==> config.mk <==
export PLATFORM = sky130hd
export DESIGN_NAME = sparse_sel_sched_flat
export DESIGN_NICKNAME = d
export VERILOG_FILES = /design/src/rtl/sparse_sel_sched_if.sv /design/src/rtl/sparse_sel_sched.sv /design/src/flat_wrapper.sv
export SDC_FILE = /design/constraint.sdc
export NUM_CORES = 1
export LEC_CHECK = 0
export ABC_AREA = 1
export CAP_MARGIN = 20
export CORE_MARGIN = 3
export CORE_UTILIZATION = 35
export DETAILED_ROUTE_END_ITERATION = 8
export SLEW_MARGIN = 20
export SYNTH_ARGS = -nofsm -noshare
export SYNTH_HDL_FRONTEND = slang
export SYNTH_SLANG_ARGS = --single-unit
==> constraint.sdc <==
create_clock -name clk -period 2.3 [get_ports clk]
set_input_delay 0.46 -clock clk [delete_from_list [all_inputs] [get_ports clk]]
set_output_delay 0.46 -clock clk [all_outputs]
set_load 0.02 [all_outputs]
==> src/rtl/sparse_sel_sched_if.sv <==
// Group-fetch and beat-stream bundle of the 2:4-sparse activation-select sequencer.
// master = producer of groups / consumer of beats, slave = the sequencer.
interface sparse_sel_sched_if #(
   parameter int DATA_W = 8,
   parameter int NNZ    = 2,
   parameter int SLOT_W = 1
);
   logic                grp_valid;
   logic                grp_ready;
   logic [4*DATA_W-1:0] act_in;
   logic [2*NNZ-1:0]    meta_in;
   logic [NNZ-1:0]      mask_in;
   logic                out_valid;
   logic                out_ready;
   logic [DATA_W-1:0]   out_act;
   logic [SLOT_W-1:0]   out_slot;
   logic                out_last;

   modport master (
      output grp_valid, act_in, meta_in, mask_in, out_ready,
      input  grp_ready, out_valid, out_act, out_slot, out_last
   );

   modport slave (
      input  grp_valid, act_in, meta_in, mask_in, out_ready,
      output grp_ready, out_valid, out_act, out_slot, out_last
   );
endinterface

==> src/rtl/sparse_sel_sched.sv <==
// Sequencer for the 2:4-sparse activation-select path: fetches 4-activation groups with
// index metadata and streams one mux-selected activation per nonzero slot to the PE.
module mux4to1 #(
   parameter int W = 8
) (
   input  logic [W-1:0] d0,
   input  logic [W-1:0] d1,
   input  logic [W-1:0] d2,
   input  logic [W-1:0] d3,
   input  logic [1:0]   sel,
   output logic [W-1:0] y
);
   always_comb begin
      case (sel)
         2'd0:    y = d0;
         2'd1:    y = d1;
         2'd2:    y = d2;
         default: y = d3;
      endcase
   end
endmodule

module sparse_sel_sched #(
   parameter int DATA_W = 8,
   parameter int NNZ    = 2,
   parameter int LEN_W  = 8
) (
   input  logic             clk,
   input  logic             rst,
   input  logic             start,
   input  logic [LEN_W-1:0] tile_len,
   input  logic             flush,
   output logic             busy,
   output logic             done,
   sparse_sel_sched_if.slave bus
);
   localparam int SLOT_W = (NNZ > 1) ? $clog2(NNZ) : 1;

   typedef enum logic [1:0] {IDLE, FETCH, ISSUE, DONE} state_t;

   state_t              state;
   logic [LEN_W-1:0]    len_q;
   logic [LEN_W-1:0]    grp_cnt;
   logic [4*DATA_W-1:0] act_q;
   logic [2*NNZ-1:0]    meta_q;
   logic [NNZ-1:0]      mask_q;
   logic [SLOT_W-1:0]   slot_q;
   logic                grp_ready_q;
   logic                valid_q;
   logic                last_q;
   logic                busy_q;
   logic                done_q;

   // Lowest set mask bit at or above 'from'; MSB of the result flags that one exists.
   function automatic logic [SLOT_W:0] find_set(input logic [NNZ-1:0] m, input int from);
      logic [SLOT_W:0] r;
      r = '0;
      for (int k = NNZ - 1; k >= 0; k--)
         if (k >= from && m[k]) r = {1'b1, SLOT_W'(k)};
      return r;
   endfunction

   function automatic logic has_set_from(input logic [NNZ-1:0] m, input int from);
      logic r;
      r = 1'b0;
      for (int k = 0; k < NNZ; k++)
         if (k >= from && m[k]) r = 1'b1;
      return r;
   endfunction

   logic [SLOT_W:0] first_hit;
   logic [SLOT_W:0] next_hit;
   logic            first_alone;
   logic            next_alone;
   logic            last_grp;
   logic [1:0]      sel;

   always_comb begin
      first_hit   = find_set(bus.mask_in, 0);
      first_alone = !has_set_from(bus.mask_in, int'(first_hit[SLOT_W-1:0]) + 1);
      next_hit    = find_set(mask_q, int'(slot_q) + 1);
      next_alone  = !has_set_from(mask_q, int'(next_hit[SLOT_W-1:0]) + 1);
      last_grp    = (grp_cnt == len_q - LEN_W'(1));
      sel         = meta_q[2*int'(slot_q) +: 2];
   end

   always_ff @(posedge clk or posedge rst) begin
      if (rst) begin
         state       <= IDLE;
         len_q       <= '0;
         grp_cnt     <= '0;
         act_q       <= '0;
         meta_q      <= '0;
         mask_q      <= '0;
         slot_q      <= '0;
         grp_ready_q <= 1'b0;
         valid_q     <= 1'b0;
         last_q      <= 1'b0;
         busy_q      <= 1'b0;
         done_q      <= 1'b0;
      end else if (flush) begin
         // Abort wins over start, handshakes and completion alike.
         state       <= IDLE;
         grp_ready_q <= 1'b0;
         valid_q     <= 1'b0;
         last_q      <= 1'b0;
         busy_q      <= 1'b0;
         done_q      <= 1'b0;
      end else begin
         case (state)
            IDLE: begin
               done_q <= 1'b0;
               if (start) begin
                  len_q   <= tile_len;
                  grp_cnt <= '0;
                  busy_q  <= 1'b1;
                  if (tile_len == '0) begin
                     state  <= DONE;
                     done_q <= 1'b1;
                  end else begin
                     state       <= FETCH;
                     grp_ready_q <= 1'b1;
                  end
               end
            end
            FETCH: begin
               if (bus.grp_valid) begin
                  act_q  <= bus.act_in;
                  meta_q <= bus.meta_in;
                  mask_q <= bus.mask_in;
                  if (!first_hit[SLOT_W]) begin
                     grp_cnt <= grp_cnt + LEN_W'(1);
                     if (last_grp) begin
                        state       <= DONE;
                        done_q      <= 1'b1;
                        grp_ready_q <= 1'b0;
                     end
                  end else begin
                     state       <= ISSUE;
                     grp_ready_q <= 1'b0;
                     valid_q     <= 1'b1;
                     slot_q      <= first_hit[SLOT_W-1:0];
                     last_q      <= last_grp && first_alone;
                  end
               end
            end
            ISSUE: begin
               if (bus.out_ready) begin
                  if (next_hit[SLOT_W]) begin
                     slot_q <= next_hit[SLOT_W-1:0];
                     last_q <= last_grp && next_alone;
                  end else begin
                     valid_q <= 1'b0;
                     last_q  <= 1'b0;
                     grp_cnt <= grp_cnt + LEN_W'(1);
                     if (last_grp) begin
                        state  <= DONE;
                        done_q <= 1'b1;
                     end else begin
                        state       <= FETCH;
                        grp_ready_q <= 1'b1;
                     end
                  end
               end
            end
            DONE: begin
               state  <= IDLE;
               done_q <= 1'b0;
               busy_q <= 1'b0;
            end
         endcase
      end
   end

   mux4to1 #(.W(DATA_W)) u_mux (
      .d0  (act_q[0*DATA_W +: DATA_W]),
      .d1  (act_q[1*DATA_W +: DATA_W]),
      .d2  (act_q[2*DATA_W +: DATA_W]),
      .d3  (act_q[3*DATA_W +: DATA_W]),
      .sel (sel),
      .y   (bus.out_act)
   );

   assign bus.grp_ready = grp_ready_q;
   assign bus.out_valid = valid_q;
   assign bus.out_slot  = slot_q;
   assign bus.out_last  = last_q;
   assign busy          = busy_q;
   assign done          = done_q;
endmodule

==> src/flat_wrapper.sv <==
// flat-port wrapper written by rule: the top's interface ports become plain ports
module sparse_sel_sched_flat 
#(
   parameter int DATA_W = 8,
   parameter int NNZ    = 2,
   parameter int LEN_W  = 8
)
  (clk, rst, start, tile_len, flush, busy, done, bus_grp_valid, bus_act_in, bus_meta_in, bus_mask_in, bus_out_ready, bus_grp_ready, bus_out_valid, bus_out_act, bus_out_slot, bus_out_last);
  sparse_sel_sched_if #(.DATA_W(DATA_W), .NNZ(NNZ), .SLOT_W(1)) bus_i ();
  input  logic clk;
  input  logic rst;
  input  logic start;
  input  logic [LEN_W-1:0] tile_len;
  input  logic flush;
  output logic busy;
  output logic done;
  input wire logic [$bits(bus_i.grp_valid)-1:0] bus_grp_valid;
  input wire logic [$bits(bus_i.act_in)-1:0] bus_act_in;
  input wire logic [$bits(bus_i.meta_in)-1:0] bus_meta_in;
  input wire logic [$bits(bus_i.mask_in)-1:0] bus_mask_in;
  input wire logic [$bits(bus_i.out_ready)-1:0] bus_out_ready;
  output wire logic [$bits(bus_i.grp_ready)-1:0] bus_grp_ready;
  output wire logic [$bits(bus_i.out_valid)-1:0] bus_out_valid;
  output wire logic [$bits(bus_i.out_act)-1:0] bus_out_act;
  output wire logic [$bits(bus_i.out_slot)-1:0] bus_out_slot;
  output wire logic [$bits(bus_i.out_last)-1:0] bus_out_last;
  assign bus_i.grp_valid = bus_grp_valid;
  assign bus_i.act_in = bus_act_in;
  assign bus_i.meta_in = bus_meta_in;
  assign bus_i.mask_in = bus_mask_in;
  assign bus_i.out_ready = bus_out_ready;
  assign bus_grp_ready = bus_i.grp_ready;
  assign bus_out_valid = bus_i.out_valid;
  assign bus_out_act = bus_i.out_act;
  assign bus_out_slot = bus_i.out_slot;
  assign bus_out_last = bus_i.out_last;
  sparse_sel_sched #(.DATA_W(DATA_W), .NNZ(NNZ), .LEN_W(LEN_W)) u_core (.clk(clk), .rst(rst), .start(start), .tile_len(tile_len), .flush(flush), .busy(busy), .done(done), .bus(bus_i));
endmodule
==> results of run 1 <==
sequential cells by signal, summed over array words and instances (netlist names):
signal                flops
u_core.bus.out_valid      1
u_core.mask_q             1
u_core.busy               1
u_core.grp_cnt            8
u_core.bus.out_slot       1
u_core.state              2
u_core.act_q             32
u_core.len_q              8
u_core.bus.out_last       1
u_core.done               1
u_core.meta_q             4
u_core.bus.grp_ready      1
metal layers:
layer / vias up / part of all wire [%] / GRT usage (%)
met2: 39 / 47 / 24.0
met3: 11 / 3.0 / 3.29
met4: 0 / 1.8 / 5.22
met1: 1364 / 48 / 19.6
li1: 1472 / - / -
met5: - / 0 / 0
stage by stage:
step / instance area [sq um] / instances / hold slack (ns) / setup TNS (ns) / total power, mW
final: 4430 / 620 / 0.415 / 0 / 5.55
after global routing: 4430 / 620 / 0.443 / 0 / 6.01
after CTS: 4460 / 620 / 0.418 / 0 / 5.67
after detailed placement: 4250 / 602 / 0.473 / -0.180 / 4.73
after global placement: 4250 / 602 / 0.475 / -0.00394 / 4.69
after floorplan: 3370 / 404 / 0.471 / 0 / 3.63
layout make-up:
| type | instances | area, sq um |
|---|---|---|
| Multi-Input combinational cell | 284 | 1610 |
| Sequential cell | 61 | 1530 |
| Inverter | 52 | 195 |
| Clock inverter | 7 | 75.1 |
| Timing Repair Buffer | 78 | 736 |
| Tap cell | 129 | 161 |
| Fill cell | 947 | 4860 |
| Clock buffer | 9 | 124 |
cells by family (layout without fill, tap and decap cells):
logic type | after synthesis | count (layout) | synth area share (%)
muxes | 36 | 36 | 12.0
DFF | 61 | 61 | 45.4
AOI/OAI and AO/OA | 39 | 39 | 6.13
adders and majority gates | 6 | 6 | 2.23
buffers and inverters | 59 | 146 | 6.99
and+or+nand+nor | 199 | 199 | 26.2
xor gates and xnor gates | 4 | 4 | 1.04
synthesized netlist by cell type:
cell,instances
nand4_1,13
xor2_1,2
o21ai_1,4
nor3_2,3
nand2_2,4
ha_1,6
clkbuf_1,1
nor3b_1,1
nand3_2,1
nand2_4,1
nand2_1,100
inv_2,3
or2_1,2
buf_6,1
o21ai_0,22
dfrtp_1,61
nor4_1,2
nor2_2,7
mux2_2,36
buf_2,5
a21oi_1,8
clkinv_1,1
nor3_1,2
nor2_1,42
o31ai_1,4
nand3_1,21
xnor2_1,2
o22ai_1,1
inv_1,48
what timing repair did:
action	in CTS	in global routing
resized for setup	28	9
buffers inserted	2	0
cloned	0	0
endpoints found under the setup margin	8	8
final timing paths:
kind,from,endpoint,slack (ns),depth (start not counted)
min reg2reg,u_core.bus.grp_ready,u_core.bus.grp_ready,0.49,2
max in group asynchronous,rst,u_core.act_q[25],1.36,3
min in group clk,u_core.bus.grp_ready,u_core.bus.grp_ready,0.49,2
max reg2reg,u_core.len_q[0],u_core.bus.grp_ready,0.30,15
max,u_core.bus.out_slot,bus_out_act[4],0.10,9
min,rst,u_core.act_q[28],0.41,2
worst max-delay path: stages (launching register included):
cell and delay, ns:
dfrtp_1 0.37, inv_1 0.05, or2_1 0.20, o21ai_1 0.11
buf_4 0.14, nor2_1 0.03, buf_4 0.17, nand2_1 0.06
nand4_1 0.11, buf_4 0.17
power by group through the flow:
stage	combinational [mW]	clock (mW)	sequential [mW]
6_report	2.71	0.963	1.87
5_1_grt	3.04	1.04	1.94
4_1_cts	2.81	0.994	1.87
3_5_place_dp	2.84	0	1.89
3_3_place_gp	2.80	0	1.89
2_1_floorplan	1.81	0	1.82
==> reports/metrics.csv, run 1 <==
metric;value;unit
status;finished clean;
dp_slack;-0.0357;ns
drc;0;
core_area;9280;sq um
grt_start_max_net_pins;39;
vias;2886;
cts_buffers;9;
switchingPower;2.32;mW
avgSynthCellArea;8.33;sq um
fmaxAchievable;0.455;GHz
cts.clk_slew.worst_paths;0.07;ns
finalWorstPathRequiredPeriod;2.20;ns
fp.dieW;104;um
final_hold_viol_count;0;
powerDensity;1250;nW/um^2
worstSetupPathType;flip-flop to output pin;
synth.top_cells.by_area;dfrtp_1 45%, mux2_2 12%, nand2_1 11%;
wl_per_cell;12.5;um
comb_power_share;48.9;%
ys_seq_area_share;45.4;%
synth_top_cell_by_area;dfrtp_1;
final_common_cell;nand2_1;
crit_path_max_fanout;8;
wirelength;7750;um
final_cell_mix;100 x nand2_1, 61 x dfrtp_1, 57 x clkdlybuf4s50_1;
min_period_over_period;95.6;%
worst_slack;0.102;ns
tightest_slew;0.428;ns
cp.required;1.84;ns
cts.sinks;61;
synth_top_area_share;45.4;%
initial_core_util;36.3;%
via_per_inst;4.65;
worst_slew_margin_rel;71.2;%
synth_area;3370;sq um
synth_seq_cells;61;
rows;35;
final_net_count;544;
power.leakage;2.05;nW
grt_pass1_wl;13300;um
drive_gt1_share;19.3;%
swShare;41.8;%
peakVddDrop;532;uV
utilization;47.7;%
antenna_cells;0;
clockPowerShare;17.4;%
ctsHoldBuffers;0;
grt_antenna_before_repair;0;
dr.pass1.iters;4;
dpl.hpwl;6020;um
power.share.sequential;33.7;%
htree_levels;3;
drv_cap;0;
worst_skew_pair.late_latency;0.34;ns
clock_path_buffers;2;
fin_skew;0.00870;ns
port_buffers;65;
cp-start-kind;flip-flop;
overflow;0;
yosys_warnings;0;
syn_nets;462;
die-area;10800;sq um
grt_setup_unrepaired;no;
drt_iter0_markers;140;
cts_tree;done;
syn_to_final_growth;31.6;%
p_int;3.23;mW
gp_congestion;0.840;
finalSetupViolations;0;
grt_pass1_vias;2913;
cp-end-kind;output pin;
grt_use_total;14.8;%
clockRootBuffer;clkbuf_8;
ys_types;29;
syn_inst;404;
min_path_type;input port to async pin;
fp.dieH;104;um
io_pins;66;
drv_slew;0;
critPathArrivalTime;1.74;ns
antenna_left;0;
No activity file was read; power rests on OpenSTA's default activity.
==> run 2, diff against run 1 <==
- ABC_AREA: 1 -> unset
- CORE_ASPECT_RATIO: unset -> 1.75
- CTS_BUF_LIST: unset -> sky130_fd_sc_hd__clkbuf_16
==> reports/metrics.csv, run 2 <==
metric;value;unit;change
port_buffers;65;;unchanged
grt_pass1_wl;12900;um;-2.9%
avgSynthCellArea;11.9;sq um;+43%
finalWorstPathRequiredPeriod;2.31;ns;+0.109 ns
wirelength;7790;um;+0.45%
overflow;0;;unchanged
cp.required;1.84;ns;about the same
fin_cells;491;;-21%
final_common_cell;dfrtp_1;;
rows;45;;+29%
dp_slack;-0.284;ns;-0.248 ns
worst_skew_pair.late_latency;0.33;ns;about the same
ys_seq_area_share;47.3;%;+2.0 points
final_cell_mix;59 x dfrtp_1, 57 x clkdlybuf4s50_1, 45 x mux2_2;;
fp.dieW;78.6;um;-25%
path_buf_inv;2;;-2
largest_register_ff_count;32;;unchanged
antenna_cells;0;;unchanged
synth_top_cell_by_area;dfrtp_1;;
yosys_warnings;0;;unchanged
io_pins;66;;unchanged
crit_path_max_fanout;8;;unchanged
drive_gt1_share;35.3;%;+16 points
drt_iter0_markers;149;;+6.4%
cts.sinks;61;;unchanged
via_per_inst;5.12;;+10%
clockRootBuffer;clkbuf_16;;
synth_seq_cells;61;;unchanged
final_net_count;427;;-22%
cp_top_family;multiplexers;;
htree_levels;3;;unchanged
synth_top_area_share;47.3;%;+2.0 points
place_inst;472;;-22%
ys.flop_type;dfrtp_1;;
cts.clk_slew.worst_paths;0.05;ns;-0.02 ns
grt_antenna_before_repair;0;;unchanged
die-area;10400;sq um;-3.5%
dpl.hpwl;5950;um;-1.3%
min_path_type;flip-flop to flip-flop;;
post-synth-top-count-cell;dfrtp_1;;
syn_to_final_growth;44.0;%;
syn_inst;270;;-33%
synth-async-reset-ratio;100;%;unchanged
path_cells;mux2i_2, buf_12, mux4_2, buf_6;;
core_area;8840;sq um;-4.8%
worst_slack;-0.00731;ns;-0.109 ns
fmaxAchievable;0.433;GHz;-4.7%
vias;2513;;-13%
n_fill_cell;817;;-14%
ff_latch_area;1530;sq um;+0.16%
final_hold_viol_count;0;;unchanged
grt_pass1_vias;2692;;-7.6%
grt_setup_unrepaired;yes;;
cp-end-kind;output pin;;
synth_area;3220;sq um;-4.2%
ctsHoldBuffers;0;;unchanged
critPathArrivalTime;1.85;ns;+0.11 ns
violations;negative setup slack;;
status;finished, violations left;;
synth_edf_count;0;;unchanged
peakVddDrop;1100;uV;+110%
fin_skew;0.00591;ns;-0.00279 ns
critPathMaxStageDelay;0.51;ns;+0.14 ns
drc;0;;unchanged
synth.top_cells.by_area;dfrtp_1 47%, mux2_2 16%, mux4_2 5.6%;;
cp-start-kind;flip-flop;;
power.leakage;1.94;nW;-5.4%
drv_cap;0;;unchanged
multi_input_area;1660;sq um;+3.3%
synthTopCellsByCount;61 x dfrtp_1, 45 x mux2_2, 28 x nand2_1;;
initial_core_util;36.5;%;+0.22 points
drv_slew;0;;unchanged
top_regs;u_core.act_q x32, u_core.grp_cnt x8, u_core.len_q x8;;
largest_register;u_core.act_q;;
reg2reg_slack;0.07;ns;-0.23 ns
grt_use_total;16.0;%;+1.1 points
gp_congestion;0.805;;-4.2%
worst_slew_margin_rel;77.8;%;+6.5 points
ys_types;49;;+69%
clock_path_buffers;2;;unchanged
worstSetupPathType;flip-flop to output pin;;
cp_slowest_cell;mux4_2;;
tightest_slew;0.334;ns;-0.0941 ns
grt_start_max_net_pins;62;;+59%
fp.dieH;133;um;+28%
finalSetupViolations;4;;+4
syn_nets;328;;-29%
cts_buffers;9;;unchanged
powerDensity;1410;nW/um^2;+13%
dr.pass1.iters;4;;unchanged
wl_per_cell;15.9;um;+27%
cts_tree;done;;
min_period_over_period;100;%;+4.8 points
antenna_left;0;;unchanged
[run 2: changes by cell type in the layout (fill, tap and decap cells not counted), moves of 11 or more]
cell     previous run  this run
inv_1              47         9
buf_4              12        28
o21ai_0            20         9
nand3_1            21         8
nand4_1            13         1
nor2_1             41        12
nand2_1           100        28
[run 2: path summary, 6_finish.rpt]
check                                         start                   end  cells after the start
worst max-delay path            u_core.bus.out_slot        bus_out_act[3]                      4
worst min-delay path               u_core.act_q[26]      u_core.act_q[26]                      1
worst max register to register    u_core.grp_cnt[7]  u_core.bus.grp_ready                      7
worst min register to register     u_core.act_q[26]      u_core.act_q[26]                      1
max in group asynchronous                       rst       u_core.len_q[0]                      3
min in group asynchronous                       rst     u_core.grp_cnt[4]                      3
[run 2: cell type report]
class                      instances  area share (%)
multi-input combinational        190            35.8
sequential                        61            32.9
timing repair buffer              97            20.5
clock buffer                       9            4.85
tap                              117            3.15
clock inverter                     7            1.97
inverter                          10           0.808
[run 2: report_power, final]
part	switching (mW)	total, mW	internal, mW
registers	0.341	1.88	1.54
logic	1.41	3.24	1.83
clock network	0.486	1.43	0.941
total	2.24	6.55	4.31
[run 2: layer usage]
metal  vias up  track usage (%)  routed length, um
li1       1177                -                  -
met5         -                0                  0
met2        80             28.2               4210
met4         0             8.66                199
met1      1240             16.5               2900
met3        16             4.90                479
[run 2: stage by stage]
stage / hold WS, ns / util (%) / instance area, sq um / total power [mW] / TNS, ns
global placement: 0.483 / 48.0 / 4250 / 4.89 / -1.06
finish: 0.502 / 52.5 / 4640 / 6.55 / -0.0216
CTS: 0.505 / 51.9 / 4590 / 6.47 / -0.187
detailed placement: 0.493 / 48.0 / 4250 / 4.96 / -1.28
global route: 0.510 / 52.5 / 4640 / 6.97 / -0.511
floorplan: 0.474 / - / 3230 / 3.73 / -0.0807
[run 2: worst register-to-register path: stages (launching register included)]
cell and delay [ns]:
dfrtp_2 0.44, xnor2_2 0.25, xor2_1 0.19, a31oi_1 0.10, or3b_4 0.38, a31oi_4 0.17, mux2_4 0.32, a211o_1 0.26
[run 2: cells by family (layout without fill, tap and decap cells)]
group | count (synthesis) | after routing | synth area share (%)
AOI/OAI and AO/OA | 40 | 40 | 9.39
xor gates and xnor gates | 12 | 12 | 3.49
adders and majority gates | 6 | 6 | 2.33
buffers and inverters | 19 | 123 | 2.60
DFF | 61 | 61 | 47.3
muxes | 57 | 57 | 22.6
and+or+nand+nor | 75 | 75 | 12.3
[run 2: timing repair]
action                     4_1_cts  5_1_grt
setup endpoints to repair       10       13
pin swaps                        0        1
gates resized for setup         47       12
gates cloned                     0        0
buffers inserted                 2        1
